<file path="config.mk">
export PLATFORM = sky130hd
export DESIGN_NAME = serial_subtractor
export DESIGN_NICKNAME = d
export VERILOG_FILES = /design/src/rtl/serial_subtractor.sv
export SDC_FILE = /design/constraint.sdc
export NUM_CORES = 1
export LEC_CHECK = 0
export ABC_AREA = 0
export CELL_PAD_IN_SITES_DETAIL_PLACEMENT = 2
export CELL_PAD_IN_SITES_GLOBAL_PLACEMENT = 2
export CORE_AREA = 3 3 84 86
export CTS_CLUSTER_SIZE = 28
export DETAILED_ROUTE_END_ITERATION = 7
export DIE_AREA = 0 0 87 89
export PLACE_DENSITY_LB_ADDON = 0.2
export SLEW_MARGIN = 20
export SYNTH_ARGS = -nofsm -noshare
export SYNTH_HDL_FRONTEND = slang
export SYNTH_SLANG_ARGS = --single-unit
export TNS_END_PERCENT = 1
</file>
<file path="constraint.sdc">
create_clock -name clk_i -period 2 [get_ports clk_i]
set_input_delay 0.6 -clock clk_i [delete_from_list [all_inputs] [get_ports clk_i]]
set_output_delay 0.6 -clock clk_i [all_outputs]
set_load 0.005 [all_outputs]
</file>
<file path="src/rtl/serial_subtractor.sv">
// rtl/serial_subtractor.sv - bit-serial unsigned/signed subtractor, one result bit per clock
module serial_subtractor #(
    parameter int WIDTH = 8
) (
    input  logic             clk_i,
    input  logic             rst_i,
    input  logic             start_i,
    input  logic [WIDTH-1:0] a_i,
    input  logic [WIDTH-1:0] b_i,
    output logic             busy_o,
    output logic             done_o,
    output logic [WIDTH-1:0] diff_o,
    output logic             borrow_o,
    output logic             ovf_o
);

    localparam int CW = (WIDTH > 1) ? $clog2(WIDTH) : 1;

    typedef enum logic [1:0] {
        IDLE  = 2'd0,
        SHIFT = 2'd1,
        DONE  = 2'd2
    } state_t;

    state_t           state_q, state_d;
    logic [WIDTH-1:0] a_q, a_d;
    logic [WIDTH-1:0] b_q, b_d;
    logic [WIDTH-1:0] r_q, r_d;
    logic [CW-1:0]    cnt_q, cnt_d;
    logic             bw_q, bw_d;
    logic             a_msb_q, a_msb_d;
    logic             b_msb_q, b_msb_d;
    logic [WIDTH-1:0] diff_q, diff_d;
    logic             borrow_q, borrow_d;
    logic             ovf_q, ovf_d;
    logic             busy_q, busy_d;
    logic             done_q, done_d;

    // Per-bit full-subtractor cell on the operand LSBs
    logic             bit_d;
    logic             bit_bw;
    logic [WIDTH-1:0] r_next;

    // Combinational bit cell: difference bit, outgoing borrow, next result word
    always_comb begin
        bit_d  = a_q[0] ^ b_q[0] ^ bw_q;
        bit_bw = (~a_q[0] & b_q[0]) | (~(a_q[0] ^ b_q[0]) & bw_q);
        r_next = {bit_d, r_q[WIDTH-1:1]};
    end

    // Next-state and next-output logic; results are published on entry to DONE,
    // and done_o is raised on the DONE->IDLE edge so it pulses in the first IDLE cycle
    always_comb begin
        state_d  = state_q;
        a_d      = a_q;
        b_d      = b_q;
        r_d      = r_q;
        cnt_d    = cnt_q;
        bw_d     = bw_q;
        a_msb_d  = a_msb_q;
        b_msb_d  = b_msb_q;
        diff_d   = diff_q;
        borrow_d = borrow_q;
        ovf_d    = ovf_q;
        busy_d   = busy_q;
        done_d   = 1'b0;
        case (state_q)
            IDLE: begin
                if (start_i) begin
                    a_d     = a_i;
                    b_d     = b_i;
                    a_msb_d = a_i[WIDTH-1];
                    b_msb_d = b_i[WIDTH-1];
                    r_d     = '0;
                    bw_d    = 1'b0;
                    cnt_d   = '0;
                    busy_d  = 1'b1;
                    state_d = SHIFT;
                end
            end
            SHIFT: begin
                r_d   = r_next;
                a_d   = a_q >> 1;
                b_d   = b_q >> 1;
                bw_d  = bit_bw;
                cnt_d = cnt_q + CW'(1);
                if (cnt_q == CW'(WIDTH - 1)) begin
                    diff_d   = r_next;
                    borrow_d = bit_bw;
                    ovf_d    = (a_msb_q ^ b_msb_q) & (a_msb_q ^ bit_d);
                    state_d  = DONE;
                end
            end
            DONE: begin
                busy_d  = 1'b0;
                done_d  = 1'b1;
                state_d = IDLE;
            end
            default: begin
                busy_d  = 1'b0;
                state_d = IDLE;
            end
        endcase
    end

    // State and output registers, cleared asynchronously by rst_i
    always_ff @(posedge clk_i or posedge rst_i) begin
        if (rst_i) begin
            state_q  <= IDLE;
            a_q      <= '0;
            b_q      <= '0;
            r_q      <= '0;
            cnt_q    <= '0;
            bw_q     <= 1'b0;
            a_msb_q  <= 1'b0;
            b_msb_q  <= 1'b0;
            diff_q   <= '0;
            borrow_q <= 1'b0;
            ovf_q    <= 1'b0;
            busy_q   <= 1'b0;
            done_q   <= 1'b0;
        end else begin
            state_q  <= state_d;
            a_q      <= a_d;
            b_q      <= b_d;
            r_q      <= r_d;
            cnt_q    <= cnt_d;
            bw_q     <= bw_d;
            a_msb_q  <= a_msb_d;
            b_msb_q  <= b_msb_d;
            diff_q   <= diff_d;
            borrow_q <= borrow_d;
            ovf_q    <= ovf_d;
            busy_q   <= busy_d;
            done_q   <= done_d;
        end
    end

    assign busy_o   = busy_q;
    assign done_o   = done_q;
    assign diff_o   = diff_q;
    assign borrow_o = borrow_q;
    assign ovf_o    = ovf_q;

endmodule

</file>
## Word level (Yosys, flattened, before mapping)

Index checks and enable logic that the tools add are counted.

- Bits in registers: 44
- Latch bits: 0
- Bits in writable memories: 0
- Bits in read-only memories: 0
- Output and inout port bits: 12
- Memories kept: 0

- Add/subtract/negate cells: 1
- Multipliers: 0
- Divide/modulo/power cells: 0
- $lt $le $gt $ge: 0
- Eq/ne operators: 5
- Shifts and indexed selects: 0
- Multiplexer cells: 16
- Bitwise logic cells: 11
- Reduce and logical (&&, ||, !) cells: 7

Operators by type and width:

| operator | count |
|---|---|
| 8-bit one-hot mux with 2 select lines | 3 |
| 8-bit 2-to-1 mux | 3 |
| 2-bit AND reduction | 5 |
| 3-bit one-hot mux with 2 select lines | 1 |
| 2-bit 2-to-1 mux | 2 |
| 2-bit != test, second input constant | 2 |
| 1-bit one-hot mux with 2 select lines | 2 |
| 2-bit one-hot mux with 2 select lines | 1 |
| 1-bit bitwise XOR | 4 |
| 3-bit by 1-bit adder with 3-bit output, second input constant | 1 |
| 1-bit bitwise AND | 3 |
| 3-bit equality test, second input constant | 1 |
| 1-bit 2-to-1 mux | 3 |
| 3-bit 2-to-1 mux | 1 |
| 1-bit inverter | 3 |
| 2-bit by 1-bit equality test with 1-bit output, second input constant | 1 |
| 2-bit equality test, second input constant | 1 |
| 2-bit zero test | 1 |
| 2-bit nonzero test | 1 |
| 1-bit bitwise OR | 1 |

## Longest topological paths before layout

- Word-level depth: 5
- Gate-level depth with buffers: 6

## Least setup slack after synthesis

No wires, ideal clock.

- Path type: reg-to-reg
- Start: reg cnt_q[0]
- End: reg diff_q[0] (netlist: diff_o[0])
- Setup time: 0.125 ns
- Data arrival time: 1.302 ns
- Data required time: 1.875 ns
- Setup slack: 0.572 ns
- Stages on the path, launching flop included: 6
- Buffers on the path: 1
- Cell sequence: dfrtp_1 -> ha_1 -> ha_1 -> nand3b_4 -> buf_6 -> mux2_4

- Cells in the longest elaborated chain, start to end: 2

Ends and longest elaborated chain:

| element | line | text |
|---|---|---|
| start: declaration | 29 | `logic [CW-1:0] cnt_q, cnt_d;` |
| start signal: assignment | 127 | `cnt_q <= cnt_d;` |
| 3-bit equality test | 87 | `if (cnt_q == CW'(WIDTH - 1)) begin` |
| 2-bit AND reduction (no line) | n/a |  |
| end signal: assignment | 131 | `diff_q <= diff_d;` |
| end: declaration | 33 | `logic [WIDTH-1:0] diff_q, diff_d;` |

No other way between the ends.
A chain may end at the register's enable or synchronous reset.

## Worst setup path in the final report

- Start: reg diff_q[1] (netlist: diff_o[1])
- End: out diff_o[1]

RTL lines:

| element | line | text |
|---|---|---|
| end: declaration | 12 | `output logic [WIDTH-1:0] diff_o,` |

No word-level cell between the ends.

==> results.md <==
* Status: finished clean
* Post-route setup slack at ~0.25 ns
* IO Pins at 31
* Ys flop type: dfrtp_1
* Worst EP required at ~1.4 ns
* Post-CTS Hold Buffers at 0
* Die area at slightly below 8000 sq um
* Slowest cell on crit path: clkdlybuf4s50_1
* Row cnt at 29
* IO Port Bufs at 30
* Critical path data arrival time at approximately 1.2 ns
* H-tree depth at 2
* Yosys warns at 0
* Power Total at 3.209 mW
* Die width at between 80 and 90 um
* Worst hold path type: flip-flop to flip-flop
* Final Max Slew Viols at 0
* Post-CTS resize count at 0
* Number of synthesized flops with an enable pin at 0
* Setup Slack @ Placement at -0.04625 ns
* Rel. slew slack at between 50% and 60%
* Crit-path max FO at 2
* CP bufs+invs at 1
* Share of the synthesized area in the top cell type at 56.39%
* Final ANT Viol Nets at 0
* Dominant cell by count in the synthesized netlist: dfrtp_1
* P&R area growth vs syn at 23.80%
* Clock transition at the registers of the reported paths at roughly 0.080 ns
* Post-Route Skew at between 0.002 and 0.0025 ns
* Seq cells post-synth at 43
* Mapped cell area at 1908 sq um
* Total core area at roughly 6300 sq um
* DPL Wire Length at between 2 and 3 mm
* Via density at roughly 4.9
* GP Congestion at 0.6699
* Critical path class: flip-flop to primary output
* Vias at approximately 1300
* Share of layout cells above drive strength 1 at a little over an eighth
* Largest area contributor in the netlist: dfrtp_1
* Clk buf depth at 2
* Vias in the first global route at approximately 1400
* Initial Utilization at between 30 and 40%
* Average size of a mapped cell at ~12 sq um
* Initial antenna violation count at 0
* PD cells at about 1400 nW/um^2
* Max-cap violations at 0
* Hold_ws at 0.4941 ns
* Ys async rst share at 100.0%
* P_leak at around 1.1 nW
* Family with the most delay on the worst path: buffers and inverters
* Final setup fails at 0
* Post-Syn Instances at 160
* Total GRT Usage at 12.11%
* # diodes at 0
* Highest Clock Rate at between 500 and 600 MHz
* Layout Nets at between 200 and 250
* Final wirelength at around 4.2 mm
* Final std cells w/o fill at roughly 270
* Number of CTS-inserted buffers at 5
* Net Count, Synth at roughly 180
* Drt pass-1 iters at 4
* Nature of the critical path endpoint: primary output
* # DRC at 0
* Top cells by area, synth: dfrtp_1 (56%), and3b_1 (6.4%), a22o_1 (5.0%), a21oi_1 (3.9%), mux2_4 (3.9%)
* Setup crit start kind: flip-flop
* Unrepaired setup endpoints after global routing: no
* Worst-Skew Late Latency at a little under 0.3 ns
* Worst path cell trace: clkdlybuf4s50_1
* DR iter-0 viols at 49
* GRT overflow at 0
* Yosys cell types at 24
* Die Y at ~89 um
* Clock root buffer: clkbuf_8
* Seq/Total Area, Yosys at between 50% and 60%
* Largest net degree at the start of global routing at 44
* Peak supply drop at between 0.3 and 0.4 mV
* CTS tree: done
* Least-Margin Pin Slew at ~0.67 ns
* Crit path largest cell delay at about 0.5 ns
* Setup bufs post-CTS at 0
* Final period utilization at roughly 88%
* FILL cells at about 670
* Synth cell count leaders: dfrtp_1 (43), nand2_1 (18), a21oi_1 (15)
* Final hold vios at 0
* Multi-input logic area at around 740 sq um
* CTS Sinks at between 40 and 50
* Avg WL per Cell at about 16 um
* First-pass GRT wire length at between 7 and 8 mm
* Register Area at ~1100 sq um
* Inst Count DP at 261
* Min Clock Period, post-route at 1.751 ns
==> final timing paths <==
path                                        from               endpoint  slack (ns)  depth (start not counted)
min in group asynchronous                  rst_i      ovf_o$_DFFE_PP0P_        0.64                          3
hold reg to reg               a_q[4]$_DFFE_PP0P_     a_q[4]$_DFFE_PP0P_        0.49                          2
max in group asynchronous                  rst_i   cnt_q[2]$_DFFE_PP0P_        1.14                          3
setup / recovery           diff_o[1]$_DFFE_PP0P_              diff_o[1]        0.25                          1
setup reg to reg            cnt_q[0]$_DFFE_PP0P_  diff_o[4]$_DFFE_PP0P_        0.46                          4
hold / removal                a_q[4]$_DFFE_PP0P_     a_q[4]$_DFFE_PP0P_        0.49                          2
==> cell usage in the layout (no fill, tap or decap) <==
| cell | Yosys | routed |
|---|---|---|
| buf_4 | 5 | 4 |
| dfrtp_1 | 43 | 43 |
| buf_12 | 0 | 1 |
| o21bai_4 | 1 | 1 |
| clkbuf_8 | 0 | 6 |
| clkinv_2 | 0 | 1 |
| fa_1 | 1 | 1 |
| mux2_4 | 5 | 5 |
| inv_1 | 4 | 3 |
| a21oi_1 | 15 | 15 |
| nand2b_2 | 1 | 1 |
| clkinv_1 | 0 | 1 |
| nand2b_1 | 2 | 2 |
| o21ai_0 | 6 | 6 |
| o21ai_1 | 12 | 12 |
| and3b_1 | 14 | 14 |
| nor2_1 | 3 | 3 |
| nor2b_1 | 3 | 3 |
| clkdlybuf4s50_1 | 0 | 30 |
| nand2_1 | 18 | 18 |
| a22oi_1 | 1 | 1 |
| a22o_1 | 11 | 11 |
| nand3b_4 | 1 | 1 |
| ha_1 | 2 | 2 |
| mux2_2 | 5 | 5 |
| nor2_4 | 1 | 1 |
==> report_power, final <==
group	leakage (nW)	internal [mW]	switching, mW
Combinational	0.512	0.665	0.532
Sequential	0.547	1.23	0.235
Clock	0.0470	0.271	0.278
==> kinds of logic (layout without fill, tap and decap cells) <==
group | Yosys count | count (layout) | synth area share [%]
buffers and inverters | 15 | 46 | 4.983
adders and majority gates | 3 | 3 | 2.360
muxes | 10 | 10 | 6.885
and+or+nand+nor | 43 | 43 | 14.29
AOI/OAI and AO/OA | 46 | 46 | 15.08
DFF | 43 | 43 | 56.39
==> area by class of cell <==
cell class | instances | share of cell area [%]
Multi-Input combinational cell | 102 | 31.20
Tap cell | 77 | 4.078
Clock buffer | 6 | 3.496
Sequential cell | 43 | 45.55
Timing Repair Buffer | 35 | 14.83
Inverter | 4 | 0.6356
Clock inverter | 1 | 0.2119
==> per-layer routing <==
layer / vias up / GRT usage [%] / part of all wire, %
met3: 6 / 3.226 / 5.5
met5: - / 0 / 0
met1: 665 / 15.56 / 45
met4: 0 / 3.824 / 1.4
met2: 31 / 19.94 / 48
li1: 613 / - / -
==> worst register-to-register path, delay by kind of cell, from the launching register on <==
kind / cells / cell delay [ns]
adders and majority gates: 2 / 0.43
muxes: 1 / 0.38
DFF: 1 / 0.41
and+or+nand+nor: 1 / 0.22
==> metrics by stage <==
stage / cell area, sq um / setup TNS [ns] / utilization, %
2_1_floorplan: 1908 / 0 / -
3_3_place_gp: 2275 / 0 / 35.82
3_5_place_dp: 2275 / -0.3452 / 35.82
4_1_cts: 2362 / 0 / 37.20
5_1_grt: 2362 / 0 / 37.20
6_report: 2362 / 0 / 37.20
==> state kept, by name, indices dropped and copies added, names as in the netlist <==
name      flops
diff_o        8
ovf_o         1
cnt_q         3
a_q           8
r_q           7
borrow_o      1
state_q       2
bw_q          1
b_q           8
busy_o        1
a_msb_q       1
done_o        1
b_msb_q       1
Power figures use the tool's default switching activity.
